**src/rtl/bram_access_ctrl_if.sv**
```systemverilog
// Command, response and BRAM strobe bundle for bram_access_ctrl.
// slave = controller side, master = requester/BRAM side.
interface bram_access_ctrl_if #(
  parameter int ADDR_W = 8,
  parameter int DATA_W = 8
);
  logic              cmd_valid;
  logic              cmd_ready;
  logic              cmd_write;
  logic [ADDR_W-1:0] cmd_addr;
  logic [DATA_W-1:0] cmd_wdata;
  logic [7:0]        cmd_len;

  logic              rsp_valid;
  logic              rsp_ready;
  logic [ADDR_W-1:0] rsp_addr;
  logic [DATA_W-1:0] rsp_data;
  logic              rsp_last;
  logic              rsp_err;

  logic [ADDR_W-1:0] mem_addr;
  logic [DATA_W-1:0] mem_wdata;
  logic              mem_wr_en;
  logic              mem_rd_en;
  logic [DATA_W-1:0] mem_rdata;
  logic              mem_op_done;

  modport slave (
    input  cmd_valid, cmd_write, cmd_addr,
    input  cmd_wdata, cmd_len,
    output cmd_ready,
    output rsp_valid, rsp_addr, rsp_data,
    output rsp_last, rsp_err,
    input  rsp_ready,
    output mem_addr, mem_wdata,
    output mem_wr_en, mem_rd_en,
    input  mem_rdata, mem_op_done
  );

  modport master (
    output cmd_valid, cmd_write, cmd_addr,
    output cmd_wdata, cmd_len,
    input  cmd_ready,
    input  rsp_valid, rsp_addr, rsp_data,
    input  rsp_last, rsp_err,
    output rsp_ready,
    input  mem_addr, mem_wdata,
    input  mem_wr_en, mem_rd_en,
    output mem_rdata, mem_op_done
  );
endinterface

```
**src/rtl/bram_access_ctrl.sv**
```systemverilog
// BRAM command sequencer: single writes, wrapping burst reads,
// op_done wait with timeout, one registered response beat per access.
module bram_access_ctrl #(
  parameter int ADDR_W  = 8,
  parameter int DATA_W  = 8,
  parameter int TIMEOUT = 15
) (
  input  logic                clk,
  input  logic                rst_n,
  bram_access_ctrl_if.slave   bus,
  output logic                busy
);

  localparam int CNT_W = $clog2(TIMEOUT + 1);

  typedef enum logic [1:0] {
    S_IDLE,
    S_ISSUE,
    S_WAIT,
    S_RESP
  } state_t;

  state_t            state_q;
  logic              wr_q;
  logic [ADDR_W-1:0] addr_q;
  logic [ADDR_W-1:0] addr_d;
  logic [DATA_W-1:0] wdata_q;
  logic [7:0]        beats_q;
  logic [CNT_W-1:0]  cnt_q;
  logic [CNT_W-1:0]  cnt_d;
  logic              tmo;

  assign addr_d = addr_q + 1'b1;
  assign cnt_d  = cnt_q + 1'b1;
  assign tmo    = (cnt_d == CNT_W'(TIMEOUT));

  // Sequencer FSM; every output is a register set on state entry.
  always_ff @(posedge clk or negedge rst_n) begin
    if (!rst_n) begin
      state_q       <= S_IDLE;
      wr_q          <= 1'b0;
      addr_q        <= '0;
      wdata_q       <= '0;
      beats_q       <= '0;
      cnt_q         <= '0;
      busy          <= 1'b0;
      bus.cmd_ready <= 1'b1;
      bus.rsp_valid <= 1'b0;
      bus.rsp_addr  <= '0;
      bus.rsp_data  <= '0;
      bus.rsp_last  <= 1'b0;
      bus.rsp_err   <= 1'b0;
      bus.mem_addr  <= '0;
      bus.mem_wdata <= '0;
      bus.mem_wr_en <= 1'b0;
      bus.mem_rd_en <= 1'b0;
    end else begin
      unique case (state_q)
        S_IDLE: begin
          if (bus.cmd_valid) begin
            wr_q          <= bus.cmd_write;
            addr_q        <= bus.cmd_addr;
            wdata_q       <= bus.cmd_wdata;
            beats_q       <= bus.cmd_len;
            bus.mem_addr  <= bus.cmd_addr;
            bus.mem_wdata <= bus.cmd_wdata;
            bus.mem_wr_en <= bus.cmd_write;
            bus.mem_rd_en <= !bus.cmd_write;
            bus.cmd_ready <= 1'b0;
            busy          <= 1'b1;
            state_q       <= S_ISSUE;
          end
        end
        S_ISSUE: begin
          bus.mem_wr_en <= 1'b0;
          bus.mem_rd_en <= 1'b0;
          cnt_q         <= '0;
          state_q       <= S_WAIT;
        end
        S_WAIT: begin
          cnt_q <= cnt_d;
          if (bus.mem_op_done) begin
            bus.rsp_data  <= wr_q ? wdata_q : bus.mem_rdata;
            bus.rsp_addr  <= addr_q;
            bus.rsp_err   <= 1'b0;
            bus.rsp_last  <= wr_q || (beats_q == 8'd0);
            bus.rsp_valid <= 1'b1;
            state_q       <= S_RESP;
          end else if (tmo) begin
            bus.rsp_data  <= '0;
            bus.rsp_addr  <= addr_q;
            bus.rsp_err   <= 1'b1;
            bus.rsp_last  <= 1'b1;
            bus.rsp_valid <= 1'b1;
            state_q       <= S_RESP;
          end
        end
        S_RESP: begin
          if (bus.rsp_ready) begin
            bus.rsp_valid <= 1'b0;
            if (bus.rsp_last) begin
              bus.cmd_ready <= 1'b1;
              busy          <= 1'b0;
              state_q       <= S_IDLE;
            end else begin
              addr_q        <= addr_d;
              beats_q       <= beats_q - 8'd1;
              bus.mem_addr  <= addr_d;
              bus.mem_rd_en <= 1'b1;
              state_q       <= S_ISSUE;
            end
          end
        end
        default: state_q <= S_IDLE;
      endcase
    end
  end

endmodule
```
**src/flat_wrapper.sv**
```systemverilog
// flat-port wrapper written by rule: the top's interface ports become plain ports
module bram_access_ctrl_flat 
#(
  parameter int ADDR_W  = 8,
  parameter int DATA_W  = 8,
  parameter int TIMEOUT = 15
)
  (clk, rst_n, busy, bus_cmd_valid, bus_cmd_write, bus_cmd_addr, bus_cmd_wdata, bus_cmd_len, bus_cmd_ready, bus_rsp_valid, bus_rsp_addr, bus_rsp_data, bus_rsp_last, bus_rsp_err, bus_rsp_ready, bus_mem_addr, bus_mem_wdata, bus_mem_wr_en, bus_mem_rd_en, bus_mem_rdata, bus_mem_op_done);
  bram_access_ctrl_if #(.ADDR_W(ADDR_W), .DATA_W(DATA_W)) bus_i ();
  input  logic clk;
  input  logic rst_n;
  output logic busy;
  input wire logic [$bits(bus_i.cmd_valid)-1:0] bus_cmd_valid;
  input wire logic [$bits(bus_i.cmd_write)-1:0] bus_cmd_write;
  input wire logic [$bits(bus_i.cmd_addr)-1:0] bus_cmd_addr;
  input wire logic [$bits(bus_i.cmd_wdata)-1:0] bus_cmd_wdata;
  input wire logic [$bits(bus_i.cmd_len)-1:0] bus_cmd_len;
  output wire logic [$bits(bus_i.cmd_ready)-1:0] bus_cmd_ready;
  output wire logic [$bits(bus_i.rsp_valid)-1:0] bus_rsp_valid;
  output wire logic [$bits(bus_i.rsp_addr)-1:0] bus_rsp_addr;
  output wire logic [$bits(bus_i.rsp_data)-1:0] bus_rsp_data;
  output wire logic [$bits(bus_i.rsp_last)-1:0] bus_rsp_last;
  output wire logic [$bits(bus_i.rsp_err)-1:0] bus_rsp_err;
  input wire logic [$bits(bus_i.rsp_ready)-1:0] bus_rsp_ready;
  output wire logic [$bits(bus_i.mem_addr)-1:0] bus_mem_addr;
  output wire logic [$bits(bus_i.mem_wdata)-1:0] bus_mem_wdata;
  output wire logic [$bits(bus_i.mem_wr_en)-1:0] bus_mem_wr_en;
  output wire logic [$bits(bus_i.mem_rd_en)-1:0] bus_mem_rd_en;
  input wire logic [$bits(bus_i.mem_rdata)-1:0] bus_mem_rdata;
  input wire logic [$bits(bus_i.mem_op_done)-1:0] bus_mem_op_done;
  assign bus_i.cmd_valid = bus_cmd_valid;
  assign bus_i.cmd_write = bus_cmd_write;
  assign bus_i.cmd_addr = bus_cmd_addr;
  assign bus_i.cmd_wdata = bus_cmd_wdata;
  assign bus_i.cmd_len = bus_cmd_len;
  assign bus_cmd_ready = bus_i.cmd_ready;
  assign bus_rsp_valid = bus_i.rsp_valid;
  assign bus_rsp_addr = bus_i.rsp_addr;
  assign bus_rsp_data = bus_i.rsp_data;
  assign bus_rsp_last = bus_i.rsp_last;
  assign bus_rsp_err = bus_i.rsp_err;
  assign bus_i.rsp_ready = bus_rsp_ready;
  assign bus_mem_addr = bus_i.mem_addr;
  assign bus_mem_wdata = bus_i.mem_wdata;
  assign bus_mem_wr_en = bus_i.mem_wr_en;
  assign bus_mem_rd_en = bus_i.mem_rd_en;
  assign bus_i.mem_rdata = bus_mem_rdata;
  assign bus_i.mem_op_done = bus_mem_op_done;
  bram_access_ctrl #(.ADDR_W(ADDR_W), .DATA_W(DATA_W), .TIMEOUT(TIMEOUT)) u_core (.clk(clk), .rst_n(rst_n), .bus(bus_i), .busy(busy));
endmodule
```
**config.mk**
```make
export PLATFORM = sky130hd
export DESIGN_NAME = bram_access_ctrl_flat
export DESIGN_NICKNAME = d
export VERILOG_FILES = /design/src/rtl/bram_access_ctrl_if.sv /design/src/rtl/bram_access_ctrl.sv /design/src/flat_wrapper.sv
export SDC_FILE = /design/constraint.sdc
export NUM_CORES = 1
export LEC_CHECK = 0
export ABC_AREA = 1
export CAP_MARGIN = 20
export CORE_MARGIN = 10
export CORE_UTILIZATION = 25
export DETAILED_ROUTE_END_ITERATION = 10
export DONT_BUFFER_PORTS = 1
export PLACE_DENSITY = 0.46
export SYNTH_ARGS = -nofsm -noshare
export SYNTH_HDL_FRONTEND = slang
export SYNTH_SLANG_ARGS = --single-unit
```
**constraint.sdc**
```tcl
create_clock -name clk -period 1.85 [get_ports clk]
set_input_delay 0.185 -clock clk [delete_from_list [all_inputs] [get_ports clk]]
set_output_delay 0.185 -clock clk [all_outputs]
set_load 0.005 [all_outputs]
```
==> results of run 1 <==
[power by group]
| part | internal (mW) | total (mW) | switching [mW] | leakage [nW] |
|---|---|---|---|---|
| combinational | 0.954 | 2.60 | 1.65 | 0.894 |
| sequential | 1.74 | 2.41 | 0.674 | 0.676 |
| clock | 0.538 | 0.961 | 0.423 | 0.0739 |
[metal layers]
metal	GRT usage (%)	share of wire, %	wire length (microns)
met4	1.59	0.71	58
met5	0	0	0
met1	11.7	45	3680
met2	15.6	43	3530
met3	4.45	11	862
[cells by family after synthesis]
group           Yosys count  share of synthesized area [%]
compound gates           43                           9.43
simple gates            223                           32.9
xor+xnor                  3                          0.877
flops                    54                           45.1
buf+inv                  49                           7.93
fa+ha+maj                 9                           3.76
[flip-flops by register name (all words and copies together), names as in the netlist]
| register | flops |
|---|---|
| u_core.bus.cmd_ready | 1 |
| u_core.busy | 1 |
| u_core.bus.rsp_err | 1 |
| u_core.cnt_q | 4 |
| u_core.wdata_q | 8 |
| u_core.bus.rsp_data | 8 |
| u_core.bus.mem_wr_en | 1 |
| u_core.addr_q | 8 |
| u_core.bus.rsp_last | 1 |
| u_core.state_q | 2 |
| u_core.bus.rsp_addr | 8 |
| u_core.wr_q | 1 |
| u_core.beats_q | 8 |
| u_core.bus.mem_rd_en | 1 |
| u_core.bus.rsp_valid | 1 |
[metrics by stage]
step	setup slack [ns]	power [mW]
after CTS	0.137	6.06
after global placement	0.183	5.00
final	0.175	5.97
after detailed placement	0.163	5.03
after global routing	0.0417	6.59
after floorplan	0.309	4.40
[path summary, 6_finish.rpt]
path / depth (start not counted) / slack [ns] / endpoint
worst min register to register: 2 / 0.48 / u_core.beats_q[4]$_DFFE_PN0P_
max in group asynchronous: 2 / 1.12 / u_core.bus.cmd_ready$_DFFE_PN1P_
worst max-delay path: 9 / 0.17 / u_core.beats_q[5]$_DFFE_PN0P_
min in group asynchronous: 2 / 0.44 / u_core.bus.mem_wr_en$_DFFE_PN0P_
worst max register to register: 9 / 0.17 / u_core.beats_q[5]$_DFFE_PN0P_
worst min-delay path: 2 / 0.008 / u_core.wdata_q[1]$_DFFE_PN0P_
[placed cells by master, fill, tap and decap left out, types with 3 or more instances in the layout]
master     instances
a21oi_1            4
inv_1             30
clkbuf_16          5
o21ai_0           16
o211ai_1           8
ha_1               7
inv_2              3
nor2_1            32
buf_4              4
or2_2              9
nand3_1           32
nand2_1          127
nand2_2           16
dfrtp_1           53
o21ai_1            3
o21ai_2            5
[worst register-to-register path, cell delays in order, from the launching register on]
cell and delay, ns:
dfrtp_1 0.45, inv_1 0.15, ha_2 0.25, nor2_1 0.09, nor2_4 0.17, nand2_8 0.13
inv_6 0.16, nand2_1 0.07, nand2_1 0.06, nand2_1 0.05
[repair_timing]
action | in CTS | in global routing
setup endpoints to repair | 0 | 1
gates resized for setup | 0 | 2
hold endpoints to repair | 55 | 0
hold buffers | 3 | 0
[final cells by class]
class | instances | area, sq um | share of cell area (%)
multi-input cells | 278 | 1410 | 42.6
well taps | 143 | 179 | 5.40
clock buffers | 7 | 143 | 4.30
clock inverters | 1 | 5.00 | 0.151
inverters | 37 | 146 | 4.42
flip-flops and latches | 54 | 1350 | 40.8
repair buffers | 7 | 77.6 | 2.34
==> flow_summary_export.csv, run 1 <==
group,metric,value,unit
clocking,cts_setup_buffers,0,
die,core,0.0116,sq mm
clocking,htreeDepth,2,
sta,hold_violations,0,
global_routing,grt_pass1_vias,2404,
worst_setup_path,cp_slowest_cell,"dfrtp_1",
run,maxCapViolCount,0,
global_routing,antenna_found_initial,0,
synthesis,yosysMostFrequentCell,"nand2_1",
clocking,cts_root_buf,"clkbuf_16",
sta,worst_pin_slew,0.368,ns
synthesis,syn_inst,381,
synthesis,synth.top_cells.by_count,"nand2_1, dfrtp_1, nand3_1, nor2_1, inv_1",
layout,instances_no_fill,527,
global_routing,grt_max_degree,55,
worst_setup_path,worst_setup_path_start_kind,"flip-flop",
route,wire_per_inst,15.4,microns
worst_setup_path,path_cells,"inv_1 > ha_2 > nor2_1 > nor2_4 > nand2_8 > inv_6 > nand2_1 > nand2_1 > nand2_1",
route,first_pass_iters,4,
synthesis,yosysWarnings,0,
synthesis,syn_nets,428,
worst_setup_path,setup.worst_path.start,"u_core.state_q[0]$_DFFE_PN0P_",
sta,tns,0,ns
synthesis,seq_area_frac_synth,45.1,%
clocking,cts_buffers,5,
pwr,p_leak,1.64,nW
die,dieArea,0.0168,sq mm
worst_setup_path,crit_fanout,19,
global_routing,track_usage,9.65,%
sta,finalMaxSlewViolations,0,
synthesis,ys_async_sr_fraction,100,%
place,placedCellCount,516,
place,place.port_buffers,0,
worst_setup_path,max_stage_delay,0.45,ns
layout,n_fill_cell,1230,
place,globalplace.congestion,0.779,
clocking,insertion_delay,0.29,ns
pwr,p_per_area,1800,mW/mm^2
synthesis,ys.flop_type,"dfrtp_1",
layout,antenna_cells,0,
worst_setup_path,rr_startpoint,"u_core.state_q[0]$_DFFE_PN0P_",
min_path,hold_class,"in -> reg",
route,drtIter0Drc,122,
worst_setup_path,crit_type,"reg -> reg",
synthesis,synth_seq_cells,54,
route,drc,0,
die,die_height,130,microns
place,dpl.hpwl,6070,microns
sta,finalSetupViolCount,0,
sta,whs,0.00813,ns
sta,finalCritPeriodShare,90.6,%
pwr,vdd_drop_max,0.754,mV
worst_setup_path,critPathCaptureType,"flip-flop",
global_routing,overflow,0,
sta,slew-limit-headroom,75.4,%
clocking,ctsLongestPathBuffers,2,
sta,rsz0062_at_grt,"no",
die,ios,77,
worst_setup_path,cp_common_cell,"nand2_1",
die,fp-row-count,39,
synthesis,syn_area_per_cell,7.87,sq um
synthesis,ys_top_cells_by_area,"dfrtp_1, nand2_1, nand3_1",
layout,final_core_util,28.7,%
route,route.vias.total,2384,
synthesis,syn_area,0.00300,sq mm
worst_setup_path,arrival,1.86,ns
worst_setup_path,cp_top_family,"simple AND/OR/NAND/NOR gates",
sta,max_freq,597,MHz
layout,syn2layout_area_growth,10.6,%
layout,layout-drive-gt1-share,14.8,%
sta,finClkSkew,0.00322,ns
worst_setup_path,path_buf_inv,2,
clocking,clkSlewWorstSetupHoldPaths,0.07,ns
synthesis,ys_types,37,
die,start_util,25.9,%
route,wl,8130,microns
layout,stdcell_area,0.00332,sq mm
route,vias_per_cell,4.52,
sta,period_needed,1.68,ns
synthesis,synth_top_area_share,44.2,%
die,die-width,130,microns
synthesis,yosysTopAreaCell,"dfrtp_1",
min_path,worstHoldStart,"bus_cmd_wdata[1]",
worst_setup_path,cp_data_required_time,2.03,ns
synthesis,synth_edf_count,0,
clocking,cts.sinks,54,
run_status,status,"completed",
route,detail-route-antenna-nets,0,
place,dpl_cell_area,0.00312,sq mm
global_routing,grt_pass1_wl,13000,microns
clocking,cts_tree,"done",
layout,nets,430,
Power figures use the tool's default switching activity.
==> run 2: changes to the inputs <==
CORE_MARGIN = 2   (was 10)
==> run 2 against run 1 <==
Core utilization rose by 0.81 points. Count of clock-buffer cells in the layout did not move. Setup slack got worse by 0.010 ns. Maximum frequency fell by 0.61%. Combinational power rose by 2%. Power rose by 1.3%. Register-to-register slack barely moved. Sequential power barely moved. Die area fell by 23%. Non-clock buffer count rose by 8. Critical endpoint is now u_core.bus.rsp_data[7]$_DFFE_PN0P_. Clock power rose by 6%. Cell count rose by 1.5%.
==> flow_summary_export.csv, run 2 (synthesis results as in run 1) <==
group,metric,value,unit
global_routing,grt_pass1_vias,2325,
run,maxCapViolCount,0,
die,dieArea,0.0129,sq mm
die,start_util,25.9,%
worst_setup_path,cp_data_required_time,2.03,ns
sta,hold_violations,0,
sta,finalCritPeriodShare,91.1,%
pwr,swShare,45.5,%
route,wire_per_inst,14.8,microns
worst_setup_path,critPathCaptureType,"flip-flop",
clocking,cts.sinks,54,
global_routing,antenna_found_initial,0,
sta,worst_pin_slew,0.344,ns
clocking,cts_buffers,5,
global_routing,track_usage,12.4,%
global_routing,use_met1,16.7,%
route,vias_per_cell,4.58,
sta,finalSetupViolCount,0,
clocking,htreeDepth,2,
layout,instances_no_fill,535,
pwr,vdd_drop_max,0.543,mV
pwr,p_int,3.30,mW
layout,final_common_cell,"nand2_1",
place,placedCellCount,517,
pwr,p_seq_share,39.5,%
place,pre_cts_slack,0.104,ns
layout,syn2layout_area_growth,13.7,%
sta,tns,0,ns
route,detail-route-antenna-nets,0,
worst_setup_path,crit_type,"reg -> reg",
global_routing,grt_pass1_wl,12700,microns
route,drtIter0Drc,112,
run_status,status,"completed",
sta,period_needed,1.69,ns
die,die-width,114,microns
clocking,ctsLongestPathBuffers,2,
die,fp-row-count,39,
sta,finClkSkew,0.00395,ns
place,dpl.hpwl,5560,microns
layout,antenna_cells,0,
route,wl,7920,microns
worst_setup_path,crit_fanout,18,
pwr,p_per_area,1780,mW/mm^2
clocking,cts_setup_buffers,0,
clocking,clkSlewWorstSetupHoldPaths,0.07,ns
clocking,insertion_delay,0.29,ns
worst_setup_path,arrival,1.86,ns
sta,finalMaxSlewViolations,0,
sta,slew-limit-headroom,77.0,%
pwr,switchingPower,2.76,mW
pwr,clkPwrFrac,16.9,%
layout,nets,438,
die,core,0.0116,sq mm
global_routing,busiest_layer,"met2",
pwr,p_leak,1.69,nW
route,first_pass_iters,4,
layout,final_cell_mix,"nand2_1, dfrtp_1, nand3_1, nor2_1, inv_1",
sta,rsz0062_at_grt,"no",
pwr,combPwrFrac,43.6,%
clocking,cts_tree,"done",
global_routing,overflow,0,
die,die_height,114,microns
route,drc,0,
clocking,cts_root_buf,"clkbuf_16",
die,ios,77,
layout,layout-drive-gt1-share,15.1,%
global_routing,grt_max_degree,55,
place,place.port_buffers,0,
route,route.vias.total,2452,
sta,setup_ws,0.164,ns
worst_setup_path,worst_setup_path_start_kind,"flip-flop",
place,globalplace.congestion,0.744,
global_routing,grt_use_met2,20.2,%
min_path,hold_class,"in -> reg",
sta,max_freq,593,MHz
global_routing,met3_usage,3.61,%
[run 2: final cells by class]
| type | instances | area, sq um |
|---|---|---|
| Timing Repair Buffer | 15 | 155 |
| Tap cell | 143 | 179 |
| Sequential cell | 54 | 1350 |
| Multi-Input combinational cell | 278 | 1410 |
| Fill cell | 1231 | 8160 |
| Clock buffer | 7 | 153 |
| Inverter | 37 | 149 |
| Clock inverter | 1 | 8.76 |
[run 2: critical path: stages, from the launching register on]
cell	delay [ns]
dfrtp_1	0.44
ha_1	0.24
nand2_1	0.07
nand2_2	0.06
nor2_2	0.10
nand2_2	0.09
nand2_4	0.16
nand2_4	0.21
nand2_1	0.14
nand2_1	0.06
[run 2: power groups by stage]
stage | clock (mW) | combinational (mW) | sequential, mW
2_1_floorplan | 0 | 2.23 | 2.18
3_3_place_gp | 0 | 2.56 | 2.42
3_5_place_dp | 0 | 2.60 | 2.42
4_1_cts | 1.08 | 2.66 | 2.40
5_1_grt | 1.12 | 3.04 | 2.48
6_report | 1.02 | 2.64 | 2.39
[run 2: what timing repair did]
action                                  4_1_cts  5_1_grt
hold endpoints to repair                     62        0
hold buffers                                 10        0
resized for setup                             0        4
endpoints found under the setup margin        0        3
[run 2: worst paths after layout]
kind,start,endpoint,slack [ns],cells after the start
setup / recovery,u_core.cnt_q[0]$_DFFE_PN0P_,u_core.bus.rsp_data[7]$_DFFE_PN0P_,0.16,9
hold / removal,bus_cmd_addr[1],u_core.addr_q[1]$_DFFE_PN0P_,0.03,2
max in group asynchronous,rst_n,u_core.bus.cmd_ready$_DFFE_PN1P_,1.13,2
min in group asynchronous,rst_n,u_core.wdata_q[2]$_DFFE_PN0P_,0.44,2
hold reg to reg,u_core.beats_q[5]$_DFFE_PN0P_,u_core.beats_q[5]$_DFFE_PN0P_,0.49,2
setup reg to reg,u_core.cnt_q[0]$_DFFE_PN0P_,u_core.bus.rsp_data[7]$_DFFE_PN0P_,0.16,9
[run 2: per-layer routing]
metal	routed length, microns	vias up
li1	-	1224
met1	3710	1152
met2	3620	71
met3	549	5
met4	39	0
met5	0	-
[run 2: metrics by stage]
step	power (mW)	cell area, sq um	hold slack (ns)	utilization [%]
floorplan	4.40	3000	-0.111	-
global placement	4.98	3120	-0.108	27.0
detailed placement	5.02	3120	-0.109	27.0
CTS	6.14	3400	0.0233	29.4
global route	6.64	3410	0.0219	29.5
finish	6.05	3410	0.0319	29.5
==> run 3: changes to the inputs <==
ABC_CLOCK_PERIOD_IN_PS = 1850   (was unset)
==> results of run 3 <==
No change in the layout: final DEF, timing and power equal those of run 2.
